### src/rtl/cache_mem_pkg.sv
// Shared types and constants for the cache refill arbiter.
package cache_mem_pkg;

  localparam int          WORDS_PER_BLK = 8;
  localparam logic [15:0] BLK_MASK      = 16'hFFF0;

  typedef enum logic [1:0] {
    IDLE,
    WRITE,
    FILL
  } state_t;

  typedef enum logic {
    OWN_I,
    OWN_D
  } owner_t;

endpackage

### src/rtl/mem_fill_counter.sv
// Block refill bookkeeping: issue/receive word counters, word address generation, last-word detect.
module mem_fill_counter
  import cache_mem_pkg::*;
#(
  parameter int ADDR_W = 16
) (
  input  logic              clk,
  input  logic              rst,
  input  logic              load_i,
  input  logic [ADDR_W-1:0] base_i,
  input  logic              issue_en_i,
  input  logic              recv_vld_i,
  output logic              issue_vld_o,
  output logic [ADDR_W-1:0] issue_addr_o,
  output logic              recv_take_o,
  output logic [2:0]        recv_word_o,
  output logic              last_word_o
);

  localparam logic [3:0] CNT_MAX = 4'(WORDS_PER_BLK);

  logic [ADDR_W-1:0] base_q, base_d;
  logic [3:0]        issue_cnt_q, issue_cnt_d;
  logic [3:0]        recv_cnt_q, recv_cnt_d;

  always_ff @(posedge clk or posedge rst) begin
    if (rst) begin
      base_q      <= '0;
      issue_cnt_q <= '0;
      recv_cnt_q  <= '0;
    end else begin
      base_q      <= base_d;
      issue_cnt_q <= issue_cnt_d;
      recv_cnt_q  <= recv_cnt_d;
    end
  end

  // issue_cnt stops at CNT_MAX so a long memory latency never re-issues words
  assign issue_vld_o  = issue_cnt_q < CNT_MAX;
  assign issue_addr_o = base_q | ADDR_W'({issue_cnt_q[2:0], 1'b0});
  assign recv_take_o  = recv_vld_i && (recv_cnt_q < CNT_MAX);
  assign recv_word_o  = recv_cnt_q[2:0];
  assign last_word_o  = recv_cnt_q == (CNT_MAX - 4'd1);

  always_comb begin
    base_d      = base_q;
    issue_cnt_d = issue_cnt_q;
    recv_cnt_d  = recv_cnt_q;
    if (load_i) begin
      base_d      = base_i;
      issue_cnt_d = '0;
      recv_cnt_d  = '0;
    end else begin
      if (issue_en_i && issue_vld_o) issue_cnt_d = issue_cnt_q + 4'd1;
      if (recv_take_o)               recv_cnt_d  = recv_cnt_q + 4'd1;
    end
  end

endmodule

### src/rtl/cache_fill_arbiter.sv
// Arbitrates the single memory port between write-through stores, D-misses and I-misses (fixed priority)
// and sequences 8-word block refills, steering returning data into the owning cache.
module cache_fill_arbiter
  import cache_mem_pkg::*;
#(
  parameter int ADDR_W = 16,
  parameter int DATA_W = 16
) (
  input  logic              clk,
  input  logic              rst,
  input  logic              i_miss,
  input  logic [ADDR_W-1:0] i_miss_addr,
  input  logic              d_miss,
  input  logic [ADDR_W-1:0] d_miss_addr,
  input  logic              d_wr_req,
  input  logic [ADDR_W-1:0] d_wr_addr,
  input  logic [DATA_W-1:0] d_wr_data,
  output logic              mem_enable,
  output logic              mem_wr,
  output logic [ADDR_W-1:0] mem_addr,
  output logic [DATA_W-1:0] mem_wdata,
  input  logic [DATA_W-1:0] mem_data_in,
  input  logic              mem_data_valid,
  output logic              i_fill_we,
  output logic              d_fill_we,
  output logic [2:0]        fill_word,
  output logic [DATA_W-1:0] fill_data,
  output logic              i_fill_done,
  output logic              d_fill_done,
  output logic              d_wr_ack,
  output logic              i_busy,
  output logic              d_busy
);

  localparam logic [ADDR_W-1:0] MASK = ADDR_W'(BLK_MASK);

  state_t            state_q, state_d;
  owner_t            owner_q, owner_d;
  logic [ADDR_W-1:0] wr_addr_q, wr_addr_d;
  logic [DATA_W-1:0] wr_data_q, wr_data_d;

  logic              cnt_load;
  logic [ADDR_W-1:0] base_sel;
  logic              issue_vld;
  logic [ADDR_W-1:0] issue_addr;
  logic              recv_take;
  logic [2:0]        recv_word;
  logic              last_word;

  mem_fill_counter #(
    .ADDR_W(ADDR_W)
  ) u_cnt (
    .clk          (clk),
    .rst          (rst),
    .load_i       (cnt_load),
    .base_i       (base_sel),
    .issue_en_i   (state_q == FILL),
    .recv_vld_i   ((state_q == FILL) && mem_data_valid),
    .issue_vld_o  (issue_vld),
    .issue_addr_o (issue_addr),
    .recv_take_o  (recv_take),
    .recv_word_o  (recv_word),
    .last_word_o  (last_word)
  );

  always_ff @(posedge clk or posedge rst) begin
    if (rst) begin
      state_q   <= IDLE;
      owner_q   <= OWN_I;
      wr_addr_q <= '0;
      wr_data_q <= '0;
    end else begin
      state_q   <= state_d;
      owner_q   <= owner_d;
      wr_addr_q <= wr_addr_d;
      wr_data_q <= wr_data_d;
    end
  end

  assign fill_data = mem_data_in;

  always_comb begin
    state_d     = state_q;
    owner_d     = owner_q;
    wr_addr_d   = wr_addr_q;
    wr_data_d   = wr_data_q;
    cnt_load    = 1'b0;
    base_sel    = i_miss_addr & MASK;
    mem_enable  = 1'b0;
    mem_wr      = 1'b0;
    mem_addr    = '0;
    mem_wdata   = '0;
    i_fill_we   = 1'b0;
    d_fill_we   = 1'b0;
    fill_word   = '0;
    i_fill_done = 1'b0;
    d_fill_done = 1'b0;
    d_wr_ack    = 1'b0;
    i_busy      = 1'b0;
    d_busy      = 1'b0;

    unique case (state_q)
      IDLE: begin
        if (d_wr_req) begin
          state_d   = WRITE;
          wr_addr_d = d_wr_addr;
          wr_data_d = d_wr_data;
        end else if (d_miss) begin
          state_d  = FILL;
          owner_d  = OWN_D;
          cnt_load = 1'b1;
          base_sel = d_miss_addr & MASK;
        end else if (i_miss) begin
          state_d  = FILL;
          owner_d  = OWN_I;
          cnt_load = 1'b1;
        end
      end

      WRITE: begin
        mem_enable = 1'b1;
        mem_wr     = 1'b1;
        mem_addr   = wr_addr_q;
        mem_wdata  = wr_data_q;
        d_wr_ack   = 1'b1;
        d_busy     = 1'b1;
        state_d    = IDLE;
      end

      FILL: begin
        i_busy = (owner_q == OWN_I);
        d_busy = (owner_q == OWN_D);
        if (issue_vld) begin
          mem_enable = 1'b1;
          mem_addr   = issue_addr;
        end
        // the final word's write and the done pulse share a cycle so the cache can set tag/valid at once
        if (recv_take) begin
          i_fill_we = (owner_q == OWN_I);
          d_fill_we = (owner_q == OWN_D);
          fill_word = recv_word;
          if (last_word) begin
            i_fill_done = (owner_q == OWN_I);
            d_fill_done = (owner_q == OWN_D);
            state_d     = IDLE;
          end
        end
      end

      default: state_d = IDLE;
    endcase
  end

endmodule
### config.mk
export PLATFORM = sky130hd
export DESIGN_NAME = cache_fill_arbiter
export DESIGN_NICKNAME = d
export VERILOG_FILES = /design/src/rtl/cache_mem_pkg.sv /design/src/rtl/mem_fill_counter.sv /design/src/rtl/cache_fill_arbiter.sv
export SDC_FILE = /design/constraint.sdc
export NUM_CORES = 1
export LEC_CHECK = 0
export CAP_MARGIN = 20
export CORE_ASPECT_RATIO = 0.6
export CORE_UTILIZATION = 36
export CTS_CLUSTER_DIAMETER = 80
export CTS_CLUSTER_SIZE = 40
export DETAILED_ROUTE_END_ITERATION = 12
export PLACE_DENSITY = 0.82
export SYNTH_ARGS = -nofsm -noshare
export SYNTH_HDL_FRONTEND = slang
export SYNTH_SLANG_ARGS = --single-unit
export TNS_END_PERCENT = 30
### constraint.sdc
create_clock -name clk -period 2 [get_ports clk]
set_clock_uncertainty 0.15 [all_clocks]
set_input_delay 0.4 -clock clk [delete_from_list [all_inputs] [get_ports clk]]
set_output_delay 0.4 -clock clk [all_outputs]
set_load 0.02 [all_outputs]
==> results of run 1 <==
[flip-flops by register name, summed over array words and instances (netlist names)]
signal,count
u_cnt.base_q,12
owner_q,1
state_q,2
wr_data_q,16
u_cnt.issue_cnt_q,4
wr_addr_q,16
u_cnt.recv_cnt_q,4
[per-stage QoR]
stage	utilization [%]	TNS, ps	worst slack, ps	total power (W)	instance area, um2
finish	58.6	-3430	-163	0.00609	4360
global route	58.6	-5930	-230	0.00646	4360
CTS	57.4	-5740	-203	0.00591	4270
detailed placement	54.8	-12350	-480	0.00482	4080
global placement	54.8	-11000	-430	0.00471	4080
floorplan	-	0	3.26	0.00364	2860
[per-layer routing]
metal,part of all wire [%],vias to the layer above,global-route usage (%)
li1,-,1112,-
met5,0,-,0
met3,6.4,6,5.23
met4,0.84,0,3.13
met2,48,87,31.2
met1,44,1157,24.4
[cell type report]
class | instances | share of cell area [%]
Clock buffer | 6 | 3.18
Multi-Input combinational cell | 167 | 32.2
Sequential cell | 55 | 31.6
Inverter | 5 | 0.430
Timing Repair Buffer | 133 | 28.9
Tap cell | 104 | 2.98
Clock inverter | 2 | 0.803
[cell usage in the layout (no fill, tap or decap), types with 3 or more instances in the layout]
| cell | synthesis | layout |
|---|---|---|
| a22oi_2 | 0 | 13 |
| and2_1 | 19 | 17 |
| buf_12 | 0 | 4 |
| buf_2 | 9 | 13 |
| buf_4 | 18 | 31 |
| buf_6 | 0 | 22 |
| clkbuf_16 | 0 | 5 |
| clkdlybuf4s50_1 | 0 | 61 |
| dfrtp_1 | 55 | 54 |
| ha_4 | 0 | 3 |
| inv_2 | 0 | 3 |
| mux2_2 | 30 | 30 |
| nor2_1 | 13 | 10 |
| nor2_2 | 1 | 4 |
| nor2b_1 | 17 | 4 |
| nor2b_2 | 0 | 12 |
| o21ai_0 | 14 | 14 |
| o21ai_1 | 10 | 10 |
| o22ai_1 | 12 | 12 |
[final timing paths]
check	startpoint	endpoint	slack, ps
hold reg to reg	wr_data_q[10]$_DFFE_PP0P_	wr_data_q[10]$_DFFE_PP0P_	340
setup / recovery	state_q[1]$_DFFE_PP0P_	fill_word[2]	-160
max in group asynchronous	rst	state_q[1]$_DFFE_PP0P_	1100
setup reg to reg	state_q[0]$_DFFE_PP0P_	u_cnt.base_q[14]$_DFFE_PP0P_	200
hold / removal	rst	wr_data_q[10]$_DFFE_PP0P_	340
min in group clk	wr_data_q[10]$_DFFE_PP0P_	wr_data_q[10]$_DFFE_PP0P_	340
[what timing repair did]
item | 4_1_cts | 5_1_grt
pin swaps | 3 | 5
buffers inserted | 1 | 0
gates cloned | 1 | 0
endpoints found under the setup margin | 44 | 44
gates resized for setup | 214 | 46
[cells by family after synthesis]
| group | Yosys count | share of synthesized area, % |
|---|---|---|
| AO/OA/AOI/OAI | 60 | 13.3 |
| adder cells (fa/ha/maj) | 5 | 2.21 |
| flip-flops | 55 | 48.6 |
| multiplexers | 34 | 13.4 |
| XOR/XNOR | 4 | 1.24 |
| buffers and inverters | 39 | 7.96 |
| AND/OR/NAND/NOR | 64 | 13.2 |
[worst min-delay path: stages]
cell	delay [ps]
clkdlybuf4s50_1	410
inv_2	80
buf_12	280
[where the power goes]
group	leakage (nW)	internal [W]	switching, W	total (W)
logic	1.12	0.00166	0.00143	0.00309
clock network	0.0868	0.000623	0.000386	0.00101
registers	0.671	0.00164	0.000351	0.00199
==> metrics.yaml, run 1 <==
status: "complete, but fails checks"
violations: "setup timing"
start_util_pct: 38.0
grt_max_degree: 56
maxSlewViolCount: 0
dp.cells: 462
crit_top_cell: "buf_6"
row_count: 24
startpoint_type: "register"
diodes: 0
cts_tree: "yes"
hold_class: "in2async"
grt_pass1_vias: 2433
seq_area_um2: 1380
p_leak_nw: 1.88
synth_area_um2: 2830
grt_setup_unrepaired: "yes"
yosysTopAreaCell: "dfrtp_1"
clockBufferDepth: 2
via_per_inst: 5.00
cts_sinks: 55
period_share_pct: 108
die_x_um: 116
final_cells: 472
cap_violations: 0
reg2reg_depth: 6
ir_drop_mv: 0.680
cp-end-kind: "output port"
io-pin-count: 146
grt_usage_pct: 18.6
fmax_mhz: 462
syn-instance-count: 261
timing.hold.ws_ps: 344
cts.htree.levels: 2
root_buffer: "clkbuf_16"
insertion_delay_ps: 280
die_h_um: 70.7
portBuffers: 105
critical_path.max_stage_delay_ps: 440
async_flop_share_pct: 100
fill_cells: 649
multiInputGateArea_um2: 1400
hold_buffers: 0
grt-ovfl-total: 0
cp_top_family: "flip-flops"
drtIter0Drc: 72
worstPathArrival_ps: 1610
path_buf_inv: 3
ys_ff_latch: 55
final_nets: 458
drive_above_1_share_pct: 42.1
firstDrtPassIters: 4
tightestPinTransition_ps: 462
hold_violations: 0
drt-total-wl_mm: 7.37
synth_cell_types: 35
dieArea_um2: 8230
slew_headroom_pct: 69.2
powerDensity_nw_per_um2: 1400
worstSetupPathType: "reg2out"
ant_nets: 0
synth_area_leaders: "dfrtp_1 (49%), mux2_2 (12%), buf_4 (4.8%), and2_1 (4.2%), a22oi_1 (4.0%)"
yosys_warnings: 0
cp.required_ps: 1450
synth.most_common_cell: "dfrtp_1"
syn_to_final_growth_pct: 54.1
grt_pass1_wl_mm: 12.0
cts_buffers: 5
clkTransAtPathRegs_ps: 70
setup_violations: 32
vias: 2362
synth-seq-area-share_pct: 48.6
fin_crit_ps: 2160
syn-num-nets: 352
routedWlPerCell_um: 15.6
syn-mean-instance-area_um2: 10.8
cp_slowest_cell: "dfrtp_2"
crit_chain: "ha_4 -> buf_6 -> and3b_2 -> buf_6 -> and2_4 -> buf_6"
synthFlopType: "dfrtp_1"
gp_congestion: 0.815
core_area_um2: 7450
crit_path_max_fanout: 3
yosysTopAreaCellShare_pct: 48.6
synth_edf_count: 0
antenna_found_initial: 0
path_depth: 6
drc: 0
dp_hpwl_mm: 5.40
setup_ws_ps: -163
synth_commonest_cells: "dfrtp_1 (55), mux2_2 (30), and2_1 (19)"
Power figures use the tool's default switching activity.
==> inputs of run 2 (changes only) <==
--- a/config.mk
+++ b/config.mk
@@ -5,6 +5,7 @@
 export SDC_FILE = /design/constraint.sdc
 export NUM_CORES = 1
 export LEC_CHECK = 0
+export ABC_CLOCK_PERIOD_IN_PS = 2000
 export CAP_MARGIN = 20
 export CORE_ASPECT_RATIO = 0.6
 export CORE_UTILIZATION = 36
==> results of run 2 <==
Final layout, timing and power as in run 1 (identical DEF).
==> inputs of run 3 (changes only) <==
==> constraint.sdc (replaced) <==
create_clock -name clk -period 2 [get_ports clk]
set_clock_uncertainty 0.15 [all_clocks]
set_input_delay 0.4 -clock clk [delete_from_list [all_inputs] [get_ports clk]]
set_output_delay 0.4 -clock clk [all_outputs]
set_load 0.01 [all_outputs]
==> run 3 against run 2 <==
- the run still ends with setup timing left
- sequential power barely moved
- clock power fell by 11%
- utilization fell by 2.0 points
- final cell count rose by 1.1%
- register-to-register slack barely moved
- hold slack got worse by 17 ps
- via count rose by 1.8%
- largest cell class is now flip-flops and latches
- setup slack got worse by 50 ps
- critical path type unchanged
- global-route usage rose by 0.079 points
- non-clock buffer count rose by 5
- sequential share of layout area rose by 1.1 points
==> metrics.yaml, run 3 (same netlist as run 1, synthesis figures left out) <==
status: "complete, but fails checks"  # unchanged
violations: "setup timing"  # unchanged
setup_violations: 32  # unchanged
cts_buffers: 5  # unchanged
power_switching_share_pct: 34.4  # was 35.6%
core_area_um2: 7450  # unchanged
p_clk_share_pct: 15.8  # was 16.6%
combPwrFrac_pct: 49.4  # was 50.8%
vias: 2404  # was 2362
diodes: 0  # unchanged
timing.hold.ws_ps: 327  # was 344 ps
antenna_found_initial: 0  # unchanged
pre_cts_ws_ps: -451  # was -480 ps
maxSlewViolCount: 0  # unchanged
worstSetupPathType: "reg2out"  # unchanged
p_leak_nw: 1.88  # about the same
critical_path.max_stage_delay_ps: 400  # was 440 ps
ant_nets: 0  # unchanged
grt_pass1_wl_mm: 11.8  # was 12.0 mm
syn_to_final_growth_pct: 48.9  # was 54.1%
cp-end-kind: "output port"  # unchanged
grt_setup_unrepaired: "yes"  # unchanged
start_util_pct: 38.0  # unchanged
fin_crit_ps: 2210  # was 2160 ps
die_h_um: 70.7  # unchanged
worstPathArrival_ps: 1660  # was 1610 ps
layout_common_cells: "clkdlybuf4s50_1 (61), dfrtp_1 (55), buf_2 (39)"  # was clkdlybuf4s50_1 (61), dfrtp_1 (54), buf_4 (31)
hold_violations: 0  # unchanged
drt-total-wl_mm: 7.49  # was 7.37 mm
period_share_pct: 111  # was 108%
dp_hpwl_mm: 5.34  # was 5.40 mm
root_buffer: "clkbuf_16"  # unchanged
row_count: 24  # unchanged
die_x_um: 116  # unchanged
power_frac_seq_pct: 34.7  # was 32.7%
portBuffers: 105  # unchanged
crit_path_max_fanout: 5  # was 3
hold_class: "in2async"  # unchanged
cp_top_family: "flip-flops"  # unchanged
cp.required_ps: 1450  # about the same
drive_above_1_share_pct: 37.8  # was 42.1%
reg_top3: "wr_addr_q: 16 flops, wr_data_q: 16 flops, u_cnt.base_q: 12 flops"  # unchanged
cap_violations: 0  # unchanged
grt_pass1_vias: 2458  # was 2433
insertion_delay_ps: 290  # was 280 ps
cp_slowest_cell: "dfrtp_1"  # was dfrtp_2
dp.cells: 461  # was 462
final_common_cell: "clkdlybuf4s50_1"  # unchanged
setup_ws_ps: -213  # was -163 ps
tightestPinTransition_ps: 488  # was 462 ps
grt_usage_pct: 18.7  # was 18.6%
drc: 0  # unchanged
clockBufferDepth: 2  # unchanged
fill_cells: 686  # was 649
startpoint_type: "register"  # unchanged
hold_buffers: 0  # unchanged
ir_drop_mv: 0.531  # was 0.680 mV
cts_sinks: 55  # unchanged
firstDrtPassIters: 4  # unchanged
grt_max_degree: 56  # unchanged
clkTransAtPathRegs_ps: 70  # about the same
path_buf_inv: 3  # unchanged
routedWlPerCell_um: 15.7  # was 15.6 um
final_nets: 463  # was 458
p_int_w: 0.00370  # was 0.00392 W
io-pin-count: 146  # unchanged
powerDensity_nw_per_um2: 1340  # was 1400 nW/um2
final_cells: 477  # was 472
via_per_inst: 5.04  # was 5.00
p_switching_w: 0.00194  # was 0.00217 W
gp_congestion: 0.797  # was 0.815
dieArea_um2: 8230  # unchanged
cts_tree: "yes"  # unchanged
grt-ovfl-total: 0  # unchanged
fmax_mhz: 452  # was 462 MHz
drtIter0Drc: 122  # was 72
cts.htree.levels: 2  # unchanged
crit_chain: "inv_2 -> ha_4 -> nor2b_4 -> buf_6 -> a22oi_2 -> nor2b_1 -> buf_2"  # was ha_4 -> buf_6 -> and3b_2 -> buf_6 -> and2_4 -> buf_6
slew_headroom_pct: 67.5  # was 69.2%
-- run 3: changes by cell type in the layout (fill, tap and decap cells not counted), sizes merged --
cell           previous run  this run
buf                      70        77
clkdlybuf4s15             2         0
bufinv                    1         0
clkbuf                    6         7
-- run 3: repair_timing --
action / 4_1_cts / 5_1_grt
cloned: 2 / 0
resized for setup: 206 / 15
setup endpoints to repair: 44 / 41
buffers inserted: 4 / 2
pin swaps: 5 / 5
-- run 3: worst paths after layout --
kind / cells past startpoint / endpoint / slack [ps] / start
max: 7 / mem_addr[8] / -210 / state_q[0]$_DFFE_PP0P_
min: 3 / wr_data_q[3]$_DFFE_PP0P_ / 330 / rst
max reg2reg: 6 / u_cnt.base_q[15]$_DFFE_PP0P_ / 190 / state_q[0]$_DFFE_PP0P_
min reg2reg: 1 / wr_data_q[11]$_DFFE_PP0P_ / 330 / wr_data_q[11]$_DFFE_PP0P_
max in group asynchronous: 3 / u_cnt.issue_cnt_q[0]$_DFFE_PP0P_ / 1120 / rst
min in group clk: 1 / wr_data_q[11]$_DFFE_PP0P_ / 330 / wr_data_q[11]$_DFFE_PP0P_
-- run 3: tightest hold or removal path: cells and delay by family --
family | cells | cell delay, ps
buf+inv | 3 | 750
-- run 3: layout make-up --
class	count	area, um2	area share (%)
inverter	5	18.8	0.446
sequential	55	1380	32.7
timing repair buffer	138	1180	28.0
tap	104	130	3.09
clock buffer	7	143	3.39
multi-input combinational	167	1360	32.2
clock inverter	1	8.76	0.208
-- run 3: through the flow --
step           instance area (um2)  power, W  util, %  setup TNS [ps]
5_1_grt                       4210   0.00601     56.6           -6300
3_5_place_dp                  4030   0.00459     54.1          -11430
4_1_cts                       4140   0.00555     55.6           -4080
2_1_floorplan                 2830   0.00336        -               0
3_3_place_gp                  4030   0.00449     54.1           -9620
6_report                      4210   0.00565     56.6           -3960
-- run 3: routing by layer --
metal	up-vias	GRT usage, %	part of all wire [%]
li1	1118	-	-
met1	1181	24.5	45
met2	97	31.4	47
met3	8	4.71	7.1
met4	0	3.99	0.88
met5	-	0	0
-- run 3: power groups by stage --
stage                     sequential, W  clock (W)  combinational (W)
after global routing            0.00202   0.000952            0.00303
after detailed placement        0.00193          0            0.00266
after global placement          0.00190          0            0.00259
final                           0.00196   0.000894            0.00279
after floorplan                 0.00184          0            0.00152
after CTS                       0.00194   0.000910            0.00270
